[config.mk]
export PLATFORM = sky130hd
export DESIGN_NAME = mult_share_arbiter
export DESIGN_NICKNAME = d
export VERILOG_FILES = /design/src/rtl/mult_share_arbiter.sv
export SDC_FILE = /design/constraint.sdc
export NUM_CORES = 1
export LEC_CHECK = 0
export ABC_AREA = 0
export BUFFER_PORTS_ARGS = -buffer_cell sky130_fd_sc_hd__buf_2
export CAP_MARGIN = 15
export CORE_AREA = 5 5 64 71
export DETAILED_ROUTE_END_ITERATION = 6
export DIE_AREA = 0 0 69 76
export HOLD_SLACK_MARGIN = 0.06
export PLACE_DENSITY_LB_ADDON = 0.15
export SYNTH_ARGS = -nofsm -noshare
export SYNTH_HDL_FRONTEND = slang
export SYNTH_SLANG_ARGS = --single-unit
[constraint.sdc]
create_clock -name clk -period 2.65 [get_ports clk]
set_input_delay 0.265 -clock clk [delete_from_list [all_inputs] [get_ports clk]]
set_output_delay 0.265 -clock clk [all_outputs]
set_load 0.01 [all_outputs]
[src/rtl/mult_share_arbiter.sv]
// Round-robin arbiter sharing one fixed-latency sequential multiplier between two requesters.
// Optional build macro MULT_ARB_ZERO_BYPASS_EN short-circuits zero-operand requests to an immediate zero result.
module mult_share_arbiter #(
  parameter int NUM_BITS     = 7,
  parameter int MULT_LATENCY = 16
) (
  input  logic                    clk,
  input  logic                    rst,
  input  logic                    req0_valid,
  input  logic [NUM_BITS-1:0]     req0_a,
  input  logic [NUM_BITS-1:0]     req0_b,
  output logic                    req0_ready,
  input  logic                    req1_valid,
  input  logic [NUM_BITS-1:0]     req1_a,
  input  logic [NUM_BITS-1:0]     req1_b,
  output logic                    req1_ready,
  output logic                    resp0_valid,
  output logic                    resp1_valid,
  output logic [2*NUM_BITS-1:0]   resp_product,
  output logic                    mult_rst,
  output logic                    mult_start,
  output logic [NUM_BITS-1:0]     mult_multiplier,
  output logic [NUM_BITS-1:0]     mult_multiplicand,
  input  logic [2*NUM_BITS-1:0]   mult_product
);

  localparam int CW = (MULT_LATENCY < 2) ? 1 : $clog2(MULT_LATENCY);

  typedef enum logic [2:0] {IDLE, CLR, LAUNCH, WAIT, DONE} state_t;

  state_t          state, state_nxt;
  logic            rr_ptr;
  logic            owner;
  logic [CW-1:0]   counter;
  logic            win;
  logic            accept;
  logic [NUM_BITS-1:0] win_a, win_b;
`ifdef MULT_ARB_ZERO_BYPASS_EN
  logic            bypass;
  logic            zero_op;
`endif

  // Handshake: a transfer happens on the rising edge where reqN_valid and
  // reqN_ready are both high; ready is combinational and only ever offered to
  // the arbitration winner while IDLE. Requesters hold valid/operands until then.
  always_comb begin
    win    = (req0_valid && req1_valid) ? rr_ptr : req1_valid;
    win_a  = win ? req1_a : req0_a;
    win_b  = win ? req1_b : req0_b;
    accept = (state == IDLE) && !rst && (req0_valid || req1_valid);
    req0_ready = accept && !win;
    req1_ready = accept && win;
  end

`ifdef MULT_ARB_ZERO_BYPASS_EN
  assign zero_op = (win_a == '0) || (win_b == '0);
`endif

  always_comb begin
    state_nxt = state;
    case (state)
      IDLE: begin
        if (accept) begin
`ifdef MULT_ARB_ZERO_BYPASS_EN
          state_nxt = zero_op ? DONE : CLR;
`else
          state_nxt = CLR;
`endif
        end
      end
      CLR:    state_nxt = LAUNCH;
      LAUNCH: state_nxt = WAIT;
      WAIT:   if (counter == '0) state_nxt = DONE;
      DONE:   state_nxt = IDLE;
      default: state_nxt = IDLE;
    endcase
  end

  assign mult_rst   = rst || (state == CLR);
  assign mult_start = (state == LAUNCH);

  always_ff @(posedge clk) begin
    if (rst) begin
      state             <= IDLE;
      rr_ptr            <= 1'b0;
      owner             <= 1'b0;
      counter           <= '0;
      mult_multiplier   <= '0;
      mult_multiplicand <= '0;
      resp_product      <= '0;
      resp0_valid       <= 1'b0;
      resp1_valid       <= 1'b0;
`ifdef MULT_ARB_ZERO_BYPASS_EN
      bypass            <= 1'b0;
`endif
    end else begin
      state       <= state_nxt;
      resp0_valid <= 1'b0;
      resp1_valid <= 1'b0;
      if (accept) begin
        mult_multiplier   <= win_a;
        mult_multiplicand <= win_b;
        owner             <= win;
        rr_ptr            <= !win;
`ifdef MULT_ARB_ZERO_BYPASS_EN
        bypass            <= zero_op;
`endif
      end
      if (state == LAUNCH) begin
        counter <= CW'(MULT_LATENCY - 1);
      end else if (state == WAIT && counter != '0) begin
        counter <= counter - 1'b1;
      end
      // The response is registered, so it appears the cycle after DONE.
      if (state == DONE) begin
`ifdef MULT_ARB_ZERO_BYPASS_EN
        resp_product <= bypass ? '0 : mult_product;
`else
        resp_product <= mult_product;
`endif
        resp0_valid  <= !owner;
        resp1_valid  <= owner;
      end
    end
  end

endmodule

-- Yosys cells after proc, flatten, opt, wreduce, memory -nomap -nowiden
Index checks and enable logic that the tools add are counted.
- register bits: 39
- input port bits: 46
- add/subtract/negate cells: 1
- equality and inequality tests: 6
- mux-type cells: 8
- bitwise gates (word level): 1
- reductions and logical operators: 17
- operators with widths (cell ; number):
    $mux 7 ; 2
    $pmux 3 s4 ; 1
    $mux 4 ; 2
    $eq 3x2->1 const B ; 2
    $logic_and 1x1->1 ; 6
    $mux 3 ; 2
    $logic_not 4->1 ; 1
    $ne 2x2->1 const B ; 2
    $reduce_bool 4->1 ; 1
    $sub 4x1->4 const B ; 1
    $eq 3x1->1 const B ; 1
    $eq 3x3->1 const B ; 1
    $logic_not 1->1 ; 3
    $logic_not 3->1 ; 1
    $logic_or 1x1->1 ; 2
    $reduce_and 2->1 ; 1
    $reduce_bool 2->1 ; 1
    $reduce_or 2->1 ; 1
    $mux 1 ; 1
    $not 1->1 ; 1

-- Depth between registers and ports, before layout
- word-level depth: 5
- gate-level depth with buffers: 6
- depth with buffers taken out: 5

-- Least setup slack after synthesis
No wires, ideal clock.
- path kind: reg-to-output
- from: register state[1]
- to: output req0_ready
- data arrival time: 1.386 ns
- data required time: 2.385 ns
- setup slack: 0.999 ns
- stages on the path, launching flop included: 7
- buffers on the path: 3
- cell sequence: dfxtp_1 buf_4 nor4_4 and2_1 buf_6 buf_8 o21a_4
- cells in the longest elaborated chain, start to end: 4
- RTL lines (element ; RTL line ; RTL):
    from (decl) ; 31 ; state_t state, state_nxt;
    from (signal assigned) ; 97 ; state <= state_nxt;
    $logic_not 3->1 ; 50 ; accept = (state == IDLE) && !rst && (req0_valid || req1_valid);
    $logic_and 1x1->1 (2 in series) ; 50 ;
    $logic_and 1x1->1 ; 51 ; req0_ready = accept && !win;
    to (decl) ; 12 ; output logic req0_ready,
Every way passes these cells.

-- Final worst setup path
- from: register state[1]
- to: output req1_ready
- cells in the longest elaborated chain, start to end: 4
- RTL lines (element ; RTL line ; RTL):
    $logic_not 3->1 ; 50 ;
    $logic_and 1x1->1 (2 in series) ; 50 ;
    $logic_and 1x1->1 ; 52 ; req1_ready = accept && win;
    to (decl) ; 16 ; output logic req1_ready,
Every way passes these cells.

==> flow_metrics.py <==
metrics = {
    "yosys": {
        "synth_enable_flop_cells": 0,
        "synthFlopType": "dfxtp_1",
        "synth_top_area_cell": "dfxtp_1",
        "ys_seq_elements": 39,
        "synth_cell_types": 38,
        "synth.top_cell.area_share": 0.434,
        "syn_area_um2": 1800,
        "seq_area_frac_synth": 0.434,
        "netlist_instances": 190,
        "synth.avg_cell_area_um2": 9.48,
        "synthesis.nets": 237,
        "ys_top_cells_by_area": "dfxtp_1 (43%), mux2i_1 (7.8%), nand3b_1 (6.3%)",
        "yosysWarnings": 0,
        "synth-async-reset-ratio": 0,
    },
    "clock_tree": {
        "cts_buffers": 5,
        "post_cts_resized": 0,
        "cts_setup_buffers": 0,
        "cts_tree": "done",
        "cts_buffer_depth": 2,
        "root_buffer": "clkbuf_8",
        "clock-sinks": 39,
        "clk_latency_ns": 0.29,
        "path_clk_slew_ns": 0.08,
        "h-tree-depth": 2,
        "ctsHoldBuffers": 0,
    },
    "routing": {
        "drc": 0,
        "avgViaCountPerCell": 5.22,
        "met1_length_um": 1770,
        "route.met2.wl_um": 2050,
        "vias": 1654,
        "top_layer_used": "met4",
        "wirelength_um": 4190,
        "antenna_left": 0,
        "drtPass1Iterations": 5,
        "wl_per_cell_um": 13.2,
        "met3_wirelength_um": 292,
        "drt_iter0_drc": 81,
    },
    "worst_setup_path": {
        "worstRegToRegCells": 4,
        "crit_path_start": "state[1]$_SDFFE_PP0P_",
        "crit_fanout": 9,
        "crit_arrival_ns": 1.75,
        "rr_startpoint": "rr_ptr$_SDFFE_PP0P_",
        "path_class": "flop to output port",
        "cp_num_buf_inv": 1,
        "worstPathCellList": "nor4_4 -> nor3b_2 -> buf_2",
        "cp-end-kind": "output port",
        "r2r-end": "mult_multiplier[5]$_SDFFE_PP0P_",
        "cp.depth": 3,
        "cpMaxStageDelayCell": "nor4_4",
        "r2r_setup_slack_ns": 0.98,
        "max_stage_delay_ns": 0.50,
        "critPathTopFamily": "simple AND/OR/NAND/NOR gates",
        "cp_data_required_time_ns": 2.38,
        "crit_path_start_kind": "flop",
        "cp-endpoint": "req1_ready",
    },
    "sta": {
        "rsz0062_at_grt": "false",
        "finalCritPeriodShare": 0.760,
        "finalHoldViolations": 0,
        "finalSetupViolCount": 0,
        "period_needed_ns": 2.01,
        "finClkSkew_ns": 0.00655,
        "tightest_slew_ns": 0.713,
        "slew_violations": 0,
        "maxSlewHeadroom": 0.524,
        "tns_ns": 0,
        "fmax_ghz": 0.496,
    },
    "power": {
        "peakVddDrop_mv": 0.381,
        "power_frac_comb": 0.214,
        "swShare": 0.264,
        "switchingPower_mw": 0.423,
        "intPower_mw": 1.18,
        "power_frac_seq": 0.427,
        "p_leak_nw": 1.01,
        "clock_power_share": 0.359,
        "power.density_nw_per_um2": 690,
    },
    "cells_and_area": {
        "antenna_cells": 0,
        "layout_common_cells": "buf_2 (79), dfxtp_1 (39), a21oi_1 (18)",
        "final_common_cell": "buf_2",
        "fill_cells": 380,
        "drive_gt1_frac": 0.377,
        "instances_no_fill": 317,
        "area_delta_synth_final_pct": 29.4,
        "fin_nets": 311,
    },
    "die": {
        "die_area_um2": 5240,
        "die_height_um": 76,
        "start_util": 0.468,
        "core.rowCount": 24,
        "die_w_um": 69,
        "io_pins": 80,
        "core-area_um2": 3840,
    },
    "place": {
        "gp_congestion": 0.745,
        "dp.cells": 309,
        "dp_hpwl_um": 3130,
        "portBuffers": 79,
    },
    "grt": {
        "antenna_found_initial": 0,
        "grt_usage": 0.154,
        "grt_pass1_wl_um": 6780,
        "overflow": 0,
        "grt_max_degree": 25,
        "grt_pass1_vias": 1543,
    },
    "flow_run": {
        "cap_viol_max_count": 0,
    },
    "outcome": {
        "status": "finished, final reports clean",
    },
    "worst_hold_path": {
        "hp-class": "primary input to flop",
    },
}
metal layers:
layer | vias up | track usage
li1 | 839 | -
met3 | 10 | 0.0501
met2 | 50 | 0.262
met4 | 0 | 0.0684
met1 | 755 | 0.173
met5 | - | 0
logic make-up (layout without fill, tap and decap cells):
| kind of cell | count (synthesis) | after routing | synth area share |
|---|---|---|---|
| XOR/XNOR | 1 | 1 | 0.00487 |
| flip-flops | 39 | 39 | 0.434 |
| AO/OA/AOI/OAI | 59 | 59 | 0.219 |
| adder cells (fa/ha/maj) | 1 | 1 | 0.00695 |
| AND/OR/NAND/NOR | 52 | 52 | 0.182 |
| multiplexers | 14 | 14 | 0.0778 |
| buffers and inverters | 24 | 99 | 0.0757 |
worst min-delay path: cells and delay by family:
| family | cells | cell delay, ns |
|---|---|---|
| buffers and inverters | 1 | 0.07 |
| and+or+nand+nor | 1 | 0.07 |
| muxes | 1 | 0.06 |
sequential cells by signal, summed over array words and instances (netlist names):
register           flops
resp_product          14
mult_multiplicand      7
mult_multiplier        7
counter                4
state                  3
owner                  1
resp0_valid            1
resp1_valid            1
rr_ptr                 1
final cells by class:
cell class	instances	area, um^2	area share
Multi-Input combinational cell	127	888	0.381
Tap cell	52	65.1	0.0279
Timing Repair Buffer	85	440	0.189
Sequential cell	39	781	0.335
Inverter	6	22.5	0.00967
Clock buffer	6	72.6	0.0311
Clock inverter	2	60.1	0.0258
how the worst min path moves through the flow:
| stage | slack (ns) | startpoint | endpoint | depth (start not counted) |
|---|---|---|---|---|
| after global routing | 0.21 | mult_product[9] | resp_product[9]$_SDFFE_PP0N_ | 3 |
| final | 0.21 | mult_product[5] | resp_product[5]$_SDFFE_PP0N_ | 3 |
| after global placement | 0.43 | owner$_SDFFE_PP0P_ | resp0_valid$_SDFF_PP0_ | 1 |
| after floorplan | 0.40 | owner$_SDFFE_PP0P_ | resp0_valid$_SDFF_PP0_ | 1 |
| after detailed placement | 0.44 | owner$_SDFFE_PP0P_ | resp0_valid$_SDFF_PP0_ | 1 |
| after CTS | 0.21 | mult_product[11] | resp_product[11]$_SDFFE_PP0N_ | 3 |
power groups by stage:
stage	Combinational, mW	Sequential, mW	Clock (mW)
detailed placement	0.347	0.699	0
finish	0.343	0.687	0.576
global route	0.382	0.695	0.614
floorplan	0.252	0.695	0
global placement	0.345	0.700	0
CTS	0.347	0.687	0.585
per-stage QoR:
step	hold slack [ns]	power [mW]	util	instance area [um^2]	worst slack, ns
finish	0.212	1.61	0.606	2330	0.635
global route	0.214	1.69	0.606	2330	0.495
CTS	0.212	1.62	0.606	2330	0.629
detailed placement	0.437	1.05	0.572	2200	0.929
global placement	0.431	1.05	0.572	2200	0.970
floorplan	0.397	0.947	-	1800	0.999
cells in the mapped netlist, types with 2 or more instances:
cell,n
a311oi_1,12
nand2_1,3
buf_6,3
a211oi_1,4
and3b_1,2
dfxtp_1,39
a21oi_1,18
inv_1,6
buf_2,4
nor3b_1,2
mux2i_1,14
buf_4,2
o21ai_0,17
nor2_1,17
clkbuf_1,8
a311oi_2,2
nand3b_1,15
nor2b_1,2
Note: power is estimated with default switching activity, not from simulation.
